$ cat config.mk
export PLATFORM = sky130hd
export DESIGN_NAME = gradient_weight_y1
export DESIGN_NICKNAME = d
export VERILOG_FILES = /design/src/rtl/gw_pkg.sv /design/src/rtl/gw_line_buffer.sv /design/src/rtl/gradient_weight_y1.sv
export SDC_FILE = /design/constraint.sdc
export NUM_CORES = 2
export LEC_CHECK = 0
export CAP_MARGIN = 25
export CORE_MARGIN = 4
export CORE_UTILIZATION = 25
export CTS_CLUSTER_DIAMETER = 150
export DETAILED_ROUTE_END_ITERATION = 10
export PLACE_DENSITY_LB_ADDON = 0.3
export SLEW_MARGIN = 40
export SYNTH_ARGS = -nofsm -noshare
export SYNTH_HDL_FRONTEND = slang
export SYNTH_SLANG_ARGS = --single-unit
$ cat constraint.sdc
create_clock -name ap_clk -period 7.7 [get_ports ap_clk]
set_input_delay 1.155 -clock ap_clk [delete_from_list [all_inputs] [get_ports ap_clk]]
set_output_delay 1.155 -clock ap_clk [all_outputs]
set_load 0.02 [all_outputs]
$ cat src/rtl/gw_pkg.sv
// Shared types and lane arithmetic for the gradient-weight kernels.
`default_nettype none

package gw_pkg;

  localparam int LANE_BITS = 16;
  localparam int WORD_BITS = 2 * LANE_BITS;

  typedef logic [LANE_BITS-1:0] lane_t;
  typedef logic [WORD_BITS-1:0] word_t;

  typedef enum logic [1:0] {
    FILL   = 2'd0,
    STREAM = 2'd1,
    FLUSH  = 2'd2
  } state_e;

  function automatic lane_t lane_gx(input word_t w);
    return w[LANE_BITS-1:0];
  endfunction

  function automatic lane_t lane_gy(input word_t w);
    return w[WORD_BITS-1:LANE_BITS];
  endfunction

  function automatic word_t pack_word(input lane_t gy, input lane_t gx);
    return {gy, gx};
  endfunction

  // [1,2,1]/4 with floor; the 18-bit sum cannot overflow, so bits [17:2] are exact.
  function automatic lane_t weight121(input lane_t t, input lane_t c, input lane_t b);
    logic [LANE_BITS+1:0] s;
    s = {{2{t[LANE_BITS-1]}}, t}
      + {c[LANE_BITS-1], c, 1'b0}
      + {{2{b[LANE_BITS-1]}}, b};
    return s[LANE_BITS+1:2];
  endfunction

  function automatic word_t weight_word(input word_t t, input word_t c, input word_t b);
    return pack_word(weight121(lane_gy(t), lane_gy(c), lane_gy(b)),
                     weight121(lane_gx(t), lane_gx(c), lane_gx(b)));
  endfunction

endpackage

`default_nettype wire

$ cat src/rtl/gw_line_buffer.sv
// Two-row line store: shift-write (row0 <= row1, row1 <= in) at one column, async read.
`default_nettype none

module gw_line_buffer #(
  parameter int WIDTH     = 64,
  parameter int WORD_BITS = 32,
  parameter int ADDR_BITS = 6
) (
  input  logic                 clk_i,
  input  logic [ADDR_BITS-1:0] addr_i,
  input  logic                 we_i,
  input  logic [WORD_BITS-1:0] wdata_i,
  output logic [WORD_BITS-1:0] row0_o,
  output logic [WORD_BITS-1:0] row1_o
);

  logic [WORD_BITS-1:0] lb0_q [WIDTH];
  logic [WORD_BITS-1:0] lb1_q [WIDTH];

  always_ff @(posedge clk_i) begin
    if (we_i) begin
      lb0_q[addr_i] <= lb1_q[addr_i];
      lb1_q[addr_i] <= wdata_i;
    end
  end

  assign row0_o = lb0_q[addr_i];
  assign row1_o = lb1_q[addr_i];

endmodule

`default_nettype wire

$ cat src/rtl/gradient_weight_y1.sv
// Vertical [1,2,1]/4 smoothing of packed {gy,gx} gradient words, one row delayed.
// LANE_BITS must match gw_pkg::LANE_BITS (the lane arithmetic is package-defined).
`default_nettype none

module gradient_weight_y1 #(
  parameter int WIDTH     = 64,
  parameter int HEIGHT    = 64,
  parameter int LANE_BITS = 16
) (
  input  logic                   ap_clk,
  input  logic                   ap_rst_n,
  input  logic [2*LANE_BITS-1:0] Input_1_V_V,
  input  logic                   Input_1_V_V_ap_vld,
  output logic                   Input_1_V_V_ap_ack,
  output logic [2*LANE_BITS-1:0] Output_1_V_V,
  output logic                   Output_1_V_V_ap_vld,
  input  logic                   Output_1_V_V_ap_ack,
  output logic                   ap_idle
);

  import gw_pkg::*;

  localparam int COL_W = $clog2(WIDTH);
  localparam int ROW_W = $clog2(HEIGHT);
  localparam logic [COL_W-1:0] COL_LAST = COL_W'(WIDTH - 1);
  localparam logic [ROW_W-1:0] ROW_LAST = ROW_W'(HEIGHT - 1);
  localparam logic [ROW_W-1:0] ROW_ONE  = ROW_W'(1);

  state_e             state_q, state_d;
  logic [ROW_W-1:0]   row_q, row_d;
  logic [COL_W-1:0]   col_q, col_d;
  word_t              out_q, out_d;
  logic               out_vld_q, out_vld_d;

  logic               slot_free;
  logic               in_ack;
  logic               in_acc;
  word_t              lb_row0, lb_row1;

  assign slot_free = !out_vld_q || Output_1_V_V_ap_ack;
  assign in_acc    = Input_1_V_V_ap_vld && in_ack;

  gw_line_buffer #(
    .WIDTH     (WIDTH),
    .WORD_BITS (2 * LANE_BITS),
    .ADDR_BITS (COL_W)
  ) u_lb (
    .clk_i   (ap_clk),
    .addr_i  (col_q),
    .we_i    (in_acc),
    .wdata_i (Input_1_V_V),
    .row0_o  (lb_row0),
    .row1_o  (lb_row1)
  );

  always_ff @(posedge ap_clk) begin
    if (!ap_rst_n) begin
      state_q   <= FILL;
      row_q     <= '0;
      col_q     <= '0;
      out_q     <= '0;
      out_vld_q <= 1'b0;
    end else begin
      state_q   <= state_d;
      row_q     <= row_d;
      col_q     <= col_d;
      out_q     <= out_d;
      out_vld_q <= out_vld_d;
    end
  end

  always_comb begin
    state_d   = state_q;
    row_d     = row_q;
    col_d     = col_q;
    out_d     = out_q;
    out_vld_d = out_vld_q && !Output_1_V_V_ap_ack;
    case (state_q)
      FILL: begin
        if (in_acc) begin
          if (col_q == COL_LAST) begin
            col_d   = '0;
            row_d   = ROW_ONE;
            state_d = STREAM;
          end else begin
            col_d = col_q + 1'b1;
          end
        end
      end
      STREAM: begin
        if (in_acc) begin
          // Output row 0 has no row above it.
          out_d     = weight_word((row_q == ROW_ONE) ? '0 : lb_row0, lb_row1, Input_1_V_V);
          out_vld_d = 1'b1;
          if (col_q == COL_LAST) begin
            col_d = '0;
            if (row_q == ROW_LAST) begin
              state_d = FLUSH;
            end else begin
              row_d = row_q + 1'b1;
            end
          end else begin
            col_d = col_q + 1'b1;
          end
        end
      end
      FLUSH: begin
        if (slot_free) begin
          out_d     = weight_word((HEIGHT == 2) ? '0 : lb_row0, lb_row1, '0);
          out_vld_d = 1'b1;
          if (col_q == COL_LAST) begin
            col_d   = '0;
            row_d   = '0;
            state_d = FILL;
          end else begin
            col_d = col_q + 1'b1;
          end
        end
      end
      default: state_d = FILL;
    endcase
  end

  always_comb begin
    in_ack = 1'b0;
    if (ap_rst_n) begin
      case (state_q)
        FILL:    in_ack = 1'b1;
        STREAM:  in_ack = slot_free;
        default: in_ack = 1'b0;
      endcase
    end
  end

  assign Input_1_V_V_ap_ack  = in_ack;
  assign Output_1_V_V        = out_q;
  assign Output_1_V_V_ap_vld = out_vld_q;
  assign ap_idle             = (state_q == FILL) && (row_q == '0) && (col_q == '0) && !out_vld_q;

endmodule

`default_nettype wire

==> summary.md <==
| Metric | Value |
|---|---|
| First-pass GRT wire length | 700000 µm |
| Placed insts | 15410 |
| Power Density | between 200 and 250 nW/µm² |
| Yosys reg bits | a little over 4000 |
| GR Util All Layers | approximately 15% |
| Final Core Density | ~30% |
| Post_cts resized | 0 |
| Top-count cell post-synth | edfxtp_1 |
| Worst setup endpoint | Output_1_V_V[31] |
| Fin crit period | ~7000 ps |
| Final setup vio count | 0 |
| Fin. Hold Viols | 0 |
| Die width | 812 µm |
| Design area | 190000 µm² |
| Gr ovfl total | 0 |
| Final Wtd Congestion | 0.815 |
| Ys async rst share | 0% |
| Die Y | 812 µm |
| Ys flop type | edfxtp_1 |
| Die Area | 659000 µm² |
| Worst-path fanout max | 45 |
| HP Class | primary input to flip-flop |
| Post-synth cell types | 88 |
| Layout cell share with drive strength beyond 1 | roughly 31% |
| # Max-Cap Violations | 0 |
| # port buffers | 70 |
| DR vias | ~79000 |
| Critical path required time | 8610 ps |
| DR iter-0 viols | 10095 |
| Routed Antenna Nets | 0 |
| Post-CTS Setup Inserts | 0 |
| Synth Warn # | 0 |
| Maximum vdd ir drop | 0.000219 V |
| FMAX | 141 MHz |
| Post-detail-place hpwl | about 290000 µm |
| Syn Area/Cell | about 24 µm² |
| Synth Instances | ~6700 |
| Leakage | 56.1 nW |
| Worst-path clk slew | 60 ps |
| Mapped Area | 161000 µm² |
| Syn-to-layout area delta | 17.5% |
| H-tree depth | 5 |
| Crit path kind | flip-flop to flip-flop |
| # nets final | 7400 |
| Cell Area, Placed | 176000 µm² |
| Reg2reg end | Output_1_V_V[31] |
| Number of iterations in the first detailed-routing pass | 6 |
| Clock sinks | 4149 |
| Reg2reg path depth | 20 |
| Placeable core area | 642000 µm² |
| Initial core utilization | 25.1% |
| Largest net degree at the start of global routing | 131 |
| Crit path DAT | 7990 ps |
| Avg Vias per Cell | approximately 5 |
| Total Wirelength | 519000 µm |
| Num CTS Buffers | 423 |
| Clk buf depth | 4 |
| Top post-synthesis cells by count | edfxtp_1, mux4_2, clkbuf_1 |
| # hold bufs at CTS | 0 |
| Transition time of the tightest slew-check pin | 923 ps |
| Slew margin rel. | 38.5% |
| Slew Limit Fails | 0 |
| Clk root buf | clkbuf_16 |
| Worst setup EP type | flip-flop |
| Cell Rows | 294 |
| CP Launch Type | flip-flop |
| Final std cells w/o fill | 16196 |
| Flop-to-flop setup slack | 620 ps |
| Share of the synthesized area in the top cell type | between 70% and 80% |
| Antenna violations before repair | between 50 and 60 |
| RSZ-0062 raised after global routing | false |
| Later-pin clock latency in the skew report | 1040 ps |
| Vias in the first global route | just under 80000 |
| Status | completed |
| CTS tree | yes |
| WL/cell | between 30 and 40 µm |
| Post-synth EDFFs | roughly 4100 |
| TNS Setup | 0 ps |
| I/O Pins | 71 |
| Largest cells by area after synthesis | edfxtp_1, mux4_2, dfxtp_1, ha_1, mux2i_1 |
| Setup Skew | 83.9 ps |
| Syn_nets | 6876 |
| DRC | 0 |
| Register area share after synthesis | 76.8% |
| Synth area leader | edfxtp_1 |
| Tcrit/Tclk final | roughly nine tenths |
==> final cells by class <==
type / count / area, µm²
antenna: 11 / 27.5
clock buffer: 530 / 11000
clock inverter: 237 / 2340
fill: 61876 / 452000
inverter: 64 / 248
multi-input combinational: 2187 / 36200
sequential: 4149 / 124000
tap: 8584 / 10700
timing repair buffer: 434 / 5150
==> sequential cells by signal, indices dropped and copies added, names as in the netlist, named ones only <==
| register | cells |
|---|---|
| Output_1_V_V | 32 |
| Output_1_V_V_ap_vld | 1 |
| u_lb.lb1_q | 2048 |
| col_q | 6 |
| u_lb.lb0_q | 2048 |
| state_q | 2 |
| row_q | 6 |
==> layout by cell type, fill, tap and decap left out, drive strengths merged, types with 11 or more instances in the layout <==
| cell | instances |
|---|---|
| nor2b | 25 |
| nand2b | 15 |
| nand2 | 75 |
| ha | 69 |
| buf | 396 |
| clkinv | 182 |
| diode | 11 |
| xnor2 | 29 |
| and2 | 31 |
| fa | 36 |
| nand3 | 40 |
| nand4 | 16 |
| clkbuf | 531 |
| inv | 72 |
| edfxtp | 4096 |
| mux4 | 1279 |
| a21o | 13 |
| o211ai | 12 |
| nor2 | 132 |
| or3 | 13 |
| clkdlybuf4s50 | 37 |
| xor2 | 19 |
| dfxtp | 53 |
| clkinvlp | 17 |
| a31oi | 13 |
| bufinv | 30 |
| mux2i | 83 |
| a21oi | 61 |
| a22oi | 47 |
| o21ai | 49 |
| and3 | 11 |
==> stage by stage <==
step / hold WS (ps) / setup WS, ps / total power [mW]
CTS: 351 / 573 / 47.8
finish: 453 / 624 / 47.4
global route: 403 / 235 / 49.0
global placement: 489 / 475 / 27.9
floorplan: 471 / 1040 / 27.0
detailed placement: 494 / 633 / 27.9
==> critical path, stage by stage (launching register included) <==
cell      delay (ps)
dfxtp_4          690
buf_12           280
buf_12           340
buf_4            520
mux4_2           600
mux4_2           530
mux4_2           600
nand2_1          130
fa_1             420
inv_1             80
ha_1             270
o21ai_0          160
a21boi_0         210
o21ai_0          320
a21oi_1          170
a41o_1           320
o41ai_1          530
o21ai_0          200
xnor2_1          230
o221ai_1         140
a21oi_1          170
==> logic make-up (layout without fill, tap and decap cells) <==
kind of cell             after synthesis  after routing  synth area share (%)
buffers and inverters                399           1265                  1.12
multiplexers                        1364           1364                  18.4
adder cells (fa/ha/maj)              105            105                 0.981
AND/OR/NAND/NOR                      386            386                  1.16
other                                  0             11                     0
AO/OA/AOI/OAI                        284            284                  1.25
XOR/XNOR                              48             48                 0.260
flip-flops                          4149           4149                  76.8
==> layer usage <==
layer / routed length [µm] / GRT usage (%) / share of wire [%]
met3: 37800 / 2.19 / 7.3
met4: 15000 / 4.07 / 2.9
met5: 71 / 0 / 0.014
met2: 242000 / 24.3 / 47
met1: 225000 / 22.0 / 43
==> worst min-delay path by stage <==
stage                               start                to  cells after the start
after detailed placement  Output_1_V_V[3]   Output_1_V_V[3]                      1
after global placement           row_q[5]          row_q[5]                      2
after CTS                  Input_1_V_V[1]  u_lb.lb1_q[8][1]                      1
after floorplan                  row_q[5]          row_q[5]                      2
after global routing       Input_1_V_V[1]  u_lb.lb1_q[8][1]                      1
final                      Input_1_V_V[1]  u_lb.lb1_q[8][1]                      1
==> where the power goes <==
part	switching (mW)	total [mW]	leakage (nW)	internal (mW)
Sequential	0.0141	25.0	37.3	24.9
Clock	8.78	19.9	6.44	11.2
Combinational	1.50	2.46	12.5	0.965
Total	10.3	47.4	56.1	37.1
Power figures use the tool's default switching activity.
